## src/rtl/tile_scheduler_pkg.sv

```systemverilog
// Shared types and timing helpers for the systolic-array tile scheduler.
package tile_scheduler_pkg;

   typedef enum logic [2:0] {
      IDLE   = 3'd0,
      LOAD_W = 3'd1,
      STREAM = 3'd2,
      DRAIN  = 3'd3,
      FINISH = 3'd4
   } sched_state_t;

   localparam int SYS_ROWS_DEF = 2;
   localparam int SYS_COLS_DEF = 2;
   localparam int SCHED_LAT    = SYS_ROWS_DEF + SYS_COLS_DEF - 1;

   // Array fill/flush latency from first A row in to first result row out.
   function automatic int sched_lat(input int sys_rows, input int sys_cols);
      return sys_rows + sys_cols - 1;
   endfunction

endpackage

```

## src/rtl/tile_scheduler_delay_line.sv

```systemverilog
// Fixed-depth valid+payload shift register aligning accumulator writes with array output.
module tile_delay_line #(
   parameter int LAT = 3,
   parameter int PW  = 6
) (
   input  logic          clk,
   input  logic          rst,
   input  logic          in_valid,
   input  logic [PW-1:0] in_payload,
   output logic          out_valid,
   output logic [PW-1:0] out_payload
);

   logic [LAT-1:0] vld_q;
   logic [PW-1:0]  pay_q [LAT];

   // Shift valid and payload one stage per cycle; reset clears every stage.
   always_ff @(posedge clk) begin
      if (rst) begin
         vld_q <= {LAT{1'b0}};
         for (int s = 0; s < LAT; s++) begin
            pay_q[s] <= {PW{1'b0}};
         end
      end else begin
         for (int s = LAT - 1; s > 0; s--) begin
            vld_q[s] <= vld_q[s-1];
            pay_q[s] <= pay_q[s-1];
         end
         vld_q[0] <= in_valid;
         pay_q[0] <= in_payload;
      end
   end

   assign out_valid   = vld_q[LAT-1];
   assign out_payload = pay_q[LAT-1];

endmodule

```

## src/rtl/tile_scheduler.sv

```systemverilog
// Sequences one tiled matrix multiply on the systolic array (k inner, n outer).
// Optional TILE_SCHED_PERF_EN adds perf_cycles/perf_stall counters.
module tile_scheduler
   import tile_scheduler_pkg::*;
#(
   parameter int SYS_ROWS = 2,
   parameter int SYS_COLS = 2,
   parameter int W_DEPTH  = 16,
   parameter int A_DEPTH  = 16,
   parameter int DIM_W    = 8
) (
   input  logic                       clk,
   input  logic                       rst,
   input  logic                       start,
   input  logic [DIM_W-1:0]           m_rows,
   input  logic [DIM_W-1:0]           k_tiles,
   input  logic [DIM_W-1:0]           n_tiles,
   output logic                       busy,
   output logic                       done,
   output logic                       cfg_err,
   output logic                       w_rd_en,
   output logic [$clog2(W_DEPTH)-1:0] w_rd_addr,
   output logic                       w_load,
   output logic                       a_rd_en,
   output logic [$clog2(A_DEPTH)-1:0] a_rd_addr,
   output logic                       acc_wr_en,
   output logic [$clog2(A_DEPTH)-1:0] acc_addr,
   output logic                       acc_first,
   output logic                       acc_last,
   output logic [DIM_W-1:0]           tile_n
`ifdef TILE_SCHED_PERF_EN
   ,
   output logic [31:0]                perf_cycles,
   output logic [31:0]                perf_stall
`endif
);

   localparam int LAT = sched_lat(SYS_ROWS, SYS_COLS);
   localparam int WAW = $clog2(W_DEPTH);
   localparam int AAW = $clog2(A_DEPTH);
   localparam int PW  = AAW + 2;
   localparam logic [DIM_W-1:0] ONE = DIM_W'(1);

   sched_state_t     state_q, state_d;
   logic [DIM_W-1:0] cnt_q, cnt_d;
   logic [DIM_W-1:0] k_q, k_d;
   logic [DIM_W-1:0] n_q, n_d;
   logic [DIM_W-1:0] m_cfg_q, m_cfg_d;
   logic [DIM_W-1:0] kt_q, kt_d;
   logic [DIM_W-1:0] nt_q, nt_d;
   logic             cfg_err_q, cfg_err_d;
   logic             w_load_q;
   logic             cfg_bad_s;
   logic             accept_s;
   logic [PW-1:0]    acc_payload_s;
   logic [PW-1:0]    acc_payload_out_s;

   assign cfg_bad_s = (m_rows == {DIM_W{1'b0}}) || (k_tiles == {DIM_W{1'b0}}) ||
                      (n_tiles == {DIM_W{1'b0}}) || (32'(m_rows) > 32'(A_DEPTH)) ||
                      ((32'(k_tiles) * 32'(n_tiles) * 32'(SYS_ROWS)) > 32'(W_DEPTH));
   assign accept_s  = (state_q == IDLE) && start && !cfg_bad_s;

   // State, counters and latched job dimensions.
   always_ff @(posedge clk) begin
      if (rst) begin
         state_q   <= IDLE;
         cnt_q     <= {DIM_W{1'b0}};
         k_q       <= {DIM_W{1'b0}};
         n_q       <= {DIM_W{1'b0}};
         m_cfg_q   <= {DIM_W{1'b0}};
         kt_q      <= {DIM_W{1'b0}};
         nt_q      <= {DIM_W{1'b0}};
         cfg_err_q <= 1'b0;
         w_load_q  <= 1'b0;
      end else begin
         state_q   <= state_d;
         cnt_q     <= cnt_d;
         k_q       <= k_d;
         n_q       <= n_d;
         m_cfg_q   <= m_cfg_d;
         kt_q      <= kt_d;
         nt_q      <= nt_d;
         cfg_err_q <= cfg_err_d;
         w_load_q  <= w_rd_en;
      end
   end

   // Next-state logic: per-phase cycle counter, k inner / n outer tile walk.
   always_comb begin
      state_d   = state_q;
      cnt_d     = cnt_q;
      k_d       = k_q;
      n_d       = n_q;
      m_cfg_d   = m_cfg_q;
      kt_d      = kt_q;
      nt_d      = nt_q;
      cfg_err_d = 1'b0;
      case (state_q)
         IDLE: begin
            if (start && cfg_bad_s) begin
               cfg_err_d = 1'b1;
            end else if (accept_s) begin
               m_cfg_d = m_rows;
               kt_d    = k_tiles;
               nt_d    = n_tiles;
               cnt_d   = {DIM_W{1'b0}};
               k_d     = {DIM_W{1'b0}};
               n_d     = {DIM_W{1'b0}};
               state_d = LOAD_W;
            end else begin
               state_d = IDLE;
            end
         end
         LOAD_W: begin
            if (cnt_q == DIM_W'(SYS_ROWS - 1)) begin
               cnt_d   = {DIM_W{1'b0}};
               state_d = STREAM;
            end else begin
               cnt_d = cnt_q + ONE;
            end
         end
         STREAM: begin
            if (cnt_q == (m_cfg_q - ONE)) begin
               cnt_d   = {DIM_W{1'b0}};
               state_d = DRAIN;
            end else begin
               cnt_d = cnt_q + ONE;
            end
         end
         DRAIN: begin
            if (cnt_q == DIM_W'(LAT - 1)) begin
               cnt_d = {DIM_W{1'b0}};
               if (k_q != (kt_q - ONE)) begin
                  k_d     = k_q + ONE;
                  state_d = LOAD_W;
               end else if (n_q != (nt_q - ONE)) begin
                  k_d     = {DIM_W{1'b0}};
                  n_d     = n_q + ONE;
                  state_d = LOAD_W;
               end else begin
                  k_d     = {DIM_W{1'b0}};
                  n_d     = {DIM_W{1'b0}};
                  state_d = FINISH;
               end
            end else begin
               cnt_d = cnt_q + ONE;
            end
         end
         FINISH: begin
            state_d = IDLE;
         end
         default: begin
            state_d = IDLE;
         end
      endcase
   end

   // Buffer read strobes and addresses, decoded from the current phase only.
   always_comb begin
      w_rd_en       = 1'b0;
      w_rd_addr     = {WAW{1'b0}};
      a_rd_en       = 1'b0;
      a_rd_addr     = {AAW{1'b0}};
      acc_payload_s = {PW{1'b0}};
      if (state_q == LOAD_W) begin
         w_rd_en   = 1'b1;
         w_rd_addr = WAW'((32'(n_q) * 32'(kt_q) + 32'(k_q)) * 32'(SYS_ROWS) + 32'(cnt_q));
      end else if (state_q == STREAM) begin
         a_rd_en       = 1'b1;
         a_rd_addr     = AAW'((32'(k_q) * 32'(m_cfg_q) + 32'(cnt_q)) % 32'(A_DEPTH));
         acc_payload_s = {AAW'(cnt_q), (k_q == {DIM_W{1'b0}}), (k_q == (kt_q - ONE))};
      end else begin
         w_rd_en = 1'b0;
      end
   end

   tile_delay_line #(
      .LAT (LAT),
      .PW  (PW)
   ) u_acc_delay (
      .clk         (clk),
      .rst         (rst),
      .in_valid    (a_rd_en),
      .in_payload  (acc_payload_s),
      .out_valid   (acc_wr_en),
      .out_payload (acc_payload_out_s)
   );

   assign acc_addr  = acc_payload_out_s[PW-1:2];
   assign acc_first = acc_payload_out_s[1];
   assign acc_last  = acc_payload_out_s[0];
   assign busy      = (state_q != IDLE);
   assign done      = (state_q == FINISH);
   assign cfg_err   = cfg_err_q;
   assign w_load    = w_load_q;
   assign tile_n    = n_q;

`ifdef TILE_SCHED_PERF_EN
   logic [31:0] perf_cycles_q;
   logic [31:0] perf_stall_q;

   // Busy and stall counters: cleared on acceptance, frozen once back in IDLE.
   always_ff @(posedge clk) begin
      if (rst) begin
         perf_cycles_q <= 32'd0;
         perf_stall_q  <= 32'd0;
      end else if (accept_s) begin
         perf_cycles_q <= 32'd0;
         perf_stall_q  <= 32'd0;
      end else if (state_q != IDLE) begin
         perf_cycles_q <= perf_cycles_q + 32'd1;
         if ((state_q == LOAD_W) || (state_q == DRAIN)) begin
            perf_stall_q <= perf_stall_q + 32'd1;
         end
      end
   end

   assign perf_cycles = perf_cycles_q;
   assign perf_stall  = perf_stall_q;
`endif

endmodule
```

## config.mk

```make
export PLATFORM = sky130hd
export DESIGN_NAME = tile_scheduler
export DESIGN_NICKNAME = d
export VERILOG_FILES = /design/src/rtl/tile_scheduler_pkg.sv /design/src/rtl/tile_scheduler_delay_line.sv /design/src/rtl/tile_scheduler.sv
export SDC_FILE = /design/constraint.sdc
export NUM_CORES = 1
export LEC_CHECK = 0
export BUFFER_PORTS_ARGS = -buffer_cell sky130_fd_sc_hd__buf_2
export CAP_MARGIN = 20
export CORE_MARGIN = 2
export CORE_UTILIZATION = 63
export CTS_BUF_LIST = sky130_fd_sc_hd__clkbuf_4
export DETAILED_ROUTE_END_ITERATION = 8
export HOLD_SLACK_MARGIN = 0.12
export PLACE_DENSITY = 0.92
export RECOVER_POWER = 100
export SKIP_CTS_REPAIR_TIMING = 1
export SYNTH_ARGS = -nofsm -noshare
export SYNTH_HDL_FRONTEND = slang
export SYNTH_SLANG_ARGS = --single-unit
```

## constraint.sdc

```tcl
create_clock -name clk -period 6.2 [get_ports clk]
set_input_delay 0.93 -clock clk [delete_from_list [all_inputs] [get_ports clk]]
set_output_delay 0.93 -clock clk [all_outputs]
set_load 0.01 [all_outputs]
```

==> impl_metrics.py, run 1 <==
metrics = {
    "cells_and_area": {
        "layoutNonFillerInstCount": 956,
        "diodes": 0,
        "drive_above_1_share": 0.0866,
        "num-fill-cells": 829,
        "post-route-util": 0.686,
        "nets": 937,
        "area_delta_synth_final_pct": 6.20,
        "final_common_cell": "inv_1",
        "postLayoutCellArea_um2": 7050,
        "final_cell_mix": "79 x inv_1, 74 x dfxtp_1, 64 x nor2_1",
    },
    "synthesis": {
        "synth-compound-area-share": 0.121,
        "ys_ff_latch": 74,
        "synth_top_area_cell": "dfxtp_1",
        "synthXorXnorAreaFrac": 0.0671,
        "synth.mux.area_fraction": 0.0369,
        "synth_seq_area_share": 0.223,
        "synth_flop_cell": "dfxtp_1",
        "synth-simple-area-share": 0.253,
        "yosys_warnings": 0,
        "syn-cell-area_um2": 6640,
        "synth.distinct_cells": 75,
        "synth.top_cell.area_share": 0.223,
        "synth_top_family_by_area": "simple AND/OR/NAND/NOR gates",
        "syn_inst": 777,
        "synth.avg_cell_area_um2": 8.54,
        "synth_edf_count": 0,
        "synth.area.top_cells": "dfxtp_1 22%, fa_1 12%, ha_1 11%",
        "synth_fp_nets": 899,
        "synth_adder_area_share": 0.223,
        "ys_async_sr_fraction": 0,
    },
    "cts": {
        "clk_pin_slew_ps": 130,
        "clk_latency_ps": 450,
        "h-tree-depth": 3,
        "clockRootBuffer": "clkbuf_4",
        "cts.sinks": 74,
        "clk_path_buf_depth": 2,
        "cts_tree": "yes",
        "cts-buffers-inserted": 9,
    },
    "die": {
        "die_y_um": 107,
        "pin_count": 56,
        "start_util": 0.646,
        "rows": 37,
        "die_w_um": 107,
        "dieArea_um2": 11400,
        "design.core.area_um2": 10300,
    },
    "route": {
        "num_vias": 5719,
        "wirelength_um": 15700,
        "drc_errors": 0,
        "wl_per_cell_um": 16.4,
        "ant_nets": 0,
        "avgViaCountPerCell": 5.98,
        "drtIter0Drc": 464,
        "drt_pass1_iterations": 6,
    },
    "worst_setup_path": {
        "cp_slowest_stage_delay_ps": 560,
        "critical_path_required_ps": 6480,
        "critPathTopFamily": "adder cells",
        "path_common_cell": "fa_1",
        "path_buf_inv": 5,
        "cp_slowest_cell": "fa_1",
        "path_max_fanout": 19,
        "crit_type": "in -> reg",
        "crit_chain": "buf_2, nand2_1, fa_1, fa_1, inv_1, fa_1, inv_1, fa_1, inv_1, ha_1, o2111a_2, nor3_2, mux2_4, a2111oi_4, and4_1, buf_12, mux2i_1, nor2_1",
        "crit_path_end_kind": "register",
        "cp.arrival_ps": 5970,
        "critPathLaunchType": "primary input",
    },
    "global_routing": {
        "grt_max_degree": 57,
        "track_usage": 0.294,
        "grt_pass1_vias": 5569,
        "grt_pass1_wl_um": 26800,
        "antenna_found_initial": 0,
        "grt_overflow": 0,
    },
    "status": {
        "outcome": "finished with violations",
        "violations": "capacitance limit, slew limit",
    },
    "sta": {
        "fin_crit_ps": 5690,
        "setup_violations": 0,
        "fmax_mhz": 176,
        "maxSlewViolCount": 57,
        "max_slew_margin": -0.496,
        "worst-slew-pin-transition_ps": 2240,
        "hold_viol": 0,
        "period_share": 0.918,
        "rsz0062_at_grt": "no",
        "tns_ps": 0,
        "fin_skew_ps": 18.7,
    },
    "place": {
        "hpwl_um": 12000,
        "io_buffers": 55,
        "placed_cell_area_um2": 6950,
        "dp.cells": 940,
        "gp_congestion": 0.961,
    },
    "power_and_ir_drop": {
        "irDropWorstVdd_uv": 213,
        "p_per_area_nw_per_um2": 220,
        "clock_power_share": 0.230,
        "p_leak_uw": 0.00299,
        "p_int_uw": 931,
        "switchingPower_uw": 624,
        "pwr-share-seq": 0.306,
        "switching_share": 0.401,
        "combPwrFrac": 0.464,
    },
    "worst_hold_path": {
        "hold_class": "reg -> reg",
    },
    "job": {
        "drv_cap": 1,
    },
}
[through the flow]
| stage | setup WS [ps] | total power, uW | hold WS [ps] |
|---|---|---|---|
| final | 510 | 1550 | 452 |
| after global routing | 174 | 1660 | 463 |
| after CTS | 530 | 1540 | 454 |
| after detailed placement | 103 | 1190 | 424 |
| after global placement | 241 | 1170 | 417 |
| after floorplan | 429 | 1020 | 414 |
[registers in the layout, summed over array words and instances (netlist names)]
| register | count |
|---|---|
| tile_n | 8 |
| w_load | 1 |
| u_acc_delay.pay_q | 18 |
| k_q | 8 |
| u_acc_delay.vld_q | 3 |
| nt_q | 8 |
| m_cfg_q | 8 |
| cnt_q | 8 |
| cfg_err | 1 |
| state_q | 3 |
| kt_q | 8 |
[area by class of cell]
| cell class | count | area (um^2) | area share |
|---|---|---|---|
| sequential | 74 | 1480 | 0.210 |
| clock buffer | 10 | 75.1 | 0.0106 |
| inverter | 79 | 297 | 0.0421 |
| clock inverter | 6 | 90.1 | 0.0128 |
| timing repair buffer | 63 | 303 | 0.0429 |
| multi-input combinational | 588 | 4630 | 0.657 |
| tap | 136 | 170 | 0.0241 |
[path summary, 6_finish.rpt]
kind | endpoint | slack [ps] | cells after the start | start
hold / removal | u_acc_delay.pay_q[0][13] | 450 | 1 | u_acc_delay.pay_q[0][7]
hold reg to reg | u_acc_delay.pay_q[0][13] | 450 | 1 | u_acc_delay.pay_q[0][7]
setup / recovery | nt_q[5] | 510 | 18 | k_tiles[0]
setup reg to reg | tile_n[4] | 3140 | 9 | kt_q[0]
[cells by family after synthesis]
logic type	after synthesis
buffers and inverters	115
AOI/OAI and AO/OA	109
DFF	74
and+or+nand+nor	310
xor gates and xnor gates	50
muxes	24
adders and majority gates	95
[power by group through the flow]
stage	Clock (uW)	Sequential (uW)	Combinational (uW)
final	358	476	721
after global routing	377	476	810
after CTS	357	476	709
after detailed placement	0	486	701
after global placement	0	486	687
after floorplan	0	487	537
[cells in the mapped netlist, types with 14 or more instances]
master	n
or3_1	15
and2_1	63
nand3_1	14
xnor2_1	32
a21oi_1	16
nand2b_1	20
fa_1	39
inv_1	79
o21ai_0	26
clkbuf_1	19
dfxtp_1	74
mux2i_1	23
xor2_1	17
nor2b_1	17
nand2_1	45
nor2_1	64
ha_1	56
nor3_1	22
[metal layers]
layer	vias up	track usage	wire, um
met5	-	0	0
met4	0	0.106	438
met3	47	0.0638	1160
met2	228	0.466	7350
met1	2750	0.397	6750
li1	2694	-	-
(Power assumes the default switching activity.)
==> run 2: changes to the inputs <==
PLACE_DENSITY = 0.93   (was 0.92)
RECOVER_POWER = 50   (was 100)
SLEW_MARGIN = 20   (was unset)
SYNTH_HIERARCHICAL = 1   (was unset)
==> impl_metrics.py, run 2 <==
metrics = {
    "global_routing": {
        "track_usage": 0.276,
        "antenna_found_initial": 0,
        "grt_pass1_vias": 5394,
        "grt_max_degree": 52,
        "grt_pass1_wl_um": 25100,
        "grt_overflow": 0,
    },
    "sta": {
        "max_slew_margin": -0.615,
        "hold_viol": 0,
        "worst-slew-pin-transition_ps": 2420,
        "maxSlewViolCount": 52,
        "period_share": 0.933,
        "rsz0062_at_grt": "no",
        "fmax_mhz": 173,
        "fin_skew_ps": 23.3,
        "fin_crit_ps": 5790,
        "tns_ps": 0,
        "hold_slack_ps": 440,
        "setup_violations": 0,
    },
    "job": {
        "drv_cap": 1,
    },
    "die": {
        "die_y_um": 106,
        "die_w_um": 106,
        "design.core.area_um2": 10200,
        "rows": 37,
        "dieArea_um2": 11300,
        "start_util": 0.642,
        "pin_count": 56,
    },
    "synthesis": {
        "synth_seq_area_share": 0.225,
        "synth_fp_nets": 888,
        "syn_inst": 766,
        "ys_async_sr_fraction": 0,
        "synth.top_cell.area_share": 0.225,
        "synth.area.top_cells": "dfxtp_1 23%, fa_1 12%, ha_1 11%",
        "synth.avg_cell_area_um2": 8.58,
        "ys_ff_latch": 74,
        "synth.top_cells.by_count": "74 x dfxtp_1, 74 x inv_1, 68 x nor2_1, 61 x and2_1, 56 x ha_1",
        "synth_flop_cell": "dfxtp_1",
        "synth_top_area_cell": "dfxtp_1",
        "synth.distinct_cells": 65,
        "synth_edf_count": 0,
        "syn-cell-area_um2": 6570,
        "yosys_warnings": 6,
    },
    "cts": {
        "cts-buffers-inserted": 9,
        "clockRootBuffer": "clkbuf_4",
        "clk_latency_ps": 460,
        "clk_path_buf_depth": 2,
        "h-tree-depth": 3,
        "clk_pin_slew_ps": 140,
        "cts_tree": "yes",
        "cts.sinks": 74,
    },
    "place": {
        "gp_congestion": 0.911,
        "dp.cells": 922,
        "hpwl_um": 11300,
        "io_buffers": 55,
        "placed_cell_area_um2": 6850,
    },
    "worst_hold_path": {
        "min_from": "u_acc_delay/pay_q[0][11]",
        "worstHoldPathCells": 1,
        "hold_class": "reg -> reg",
        "hold_path_end": "u_acc_delay/pay_q[0][17]",
    },
    "cells_and_area": {
        "largest_register": "u_acc_delay/pay_q",
        "postLayoutCellArea_um2": 6960,
        "diodes": 0,
        "drive_above_1_share": 0.0998,
        "multi_input_area_um2": 4600,
        "num-fill-cells": 760,
        "final_cell_mix": "74 x inv_1, 74 x dfxtp_1, 69 x nor2_1",
        "layoutNonFillerInstCount": 938,
        "final-seq-area_um2": 1480,
        "nets": 919,
        "largest_reg_flops": 18,
        "area_delta_synth_final_pct": 5.96,
    },
    "route": {
        "drt_pass1_iterations": 5,
        "ant_nets": 0,
        "drtIter0Drc": 509,
        "drc_errors": 0,
        "wl_per_cell_um": 16.0,
        "avgViaCountPerCell": 6.00,
        "num_vias": 5631,
        "wirelength_um": 15000,
    },
    "worst_setup_path": {
        "crit_path_end_kind": "register",
        "reg2reg_from": "kt_q[0]",
        "r2r_slack_ps": 2960,
        "crit_type": "in -> reg",
        "critPathLaunchType": "primary input",
        "path_max_fanout": 11,
        "ff2ff_path_depth": 10,
        "cp.arrival_ps": 6030,
        "reg2reg_to": "tile_n[4]",
        "critical_path_required_ps": 6440,
    },
    "status": {
        "outcome": "finished with violations",
        "violations": "capacitance limit, slew limit",
    },
    "power_and_ir_drop": {
        "p_per_area_nw_per_um2": 240,
        "power_uw": 1670,
        "p_leak_uw": 0.00293,
        "irDropWorstVdd_uv": 213,
    },
}
## run 2: worst max path at each step
stage,cells past startpoint,startpoint,slack [ps],endpoint
6_report,18,n_tiles[7],410,k_q[7]
5_1_grt,17,n_tiles[7],90,k_q[7]
4_1_cts,18,n_tiles[7],530,k_q[3]
3_5_place_dp,17,k_tiles[1],100,k_q[3]
3_3_place_gp,17,n_tiles[7],190,k_q[6]
2_1_floorplan,18,n_tiles[7],520,nt_q[5]
## run 2: cells by family after synthesis
logic type,synth area share
fa+ha+maj,0.225
flops,0.225
buf+inv,0.0745
mux,0.0427
compound gates,0.104
xor+xnor,0.0720
simple gates,0.256
## run 2: where the power goes
group | switching (uW) | leakage, uW | internal, uW | total, uW
Clock | 196 | 0.0000755 | 129 | 325
Sequential | 21.3 | 0.000597 | 494 | 515
Combinational | 509 | 0.00226 | 318 | 827
Total | 726 | 0.00293 | 942 | 1670
## run 2: cell type report
| class | count | area share |
|---|---|---|
| Clock inverter | 7 | 0.0119 |
| Clock buffer | 9 | 0.00971 |
| Tap cell | 136 | 0.0244 |
| Inverter | 74 | 0.0399 |
| Sequential cell | 74 | 0.213 |
| Multi-Input combinational cell | 579 | 0.661 |
| Timing Repair Buffer | 59 | 0.0403 |
## run 2: worst max-delay path, cell delays in order
cell and delay, ps:
buf_2 190, nand2_1 110, fa_1 520, fa_1 560
inv_1 60, fa_1 590, inv_1 70, fa_1 540
inv_1 40, ha_1 320, nand3_1 110, o221ai_1 210
xor2_1 140, nor4_2 350, o2111ai_2 230, or4_1 740
o2111ai_1 210, o41ai_1 100
## run 2: stage by stage
stage	worst slack, ps	util
global placement	192	0.669
global route	94.1	0.680
floorplan	521	-
finish	413	0.680
detailed placement	102	0.669
CTS	528	0.684
## run 2: per-layer routing
metal | up-vias | wire, um | track usage
met2 | 245 | 7060 | 0.452
li1 | 2646 | - | -
met1 | 2683 | 6360 | 0.364
met5 | - | 0 | 0
met3 | 57 | 1150 | 0.0601
met4 | 0 | 471 | 0.0874
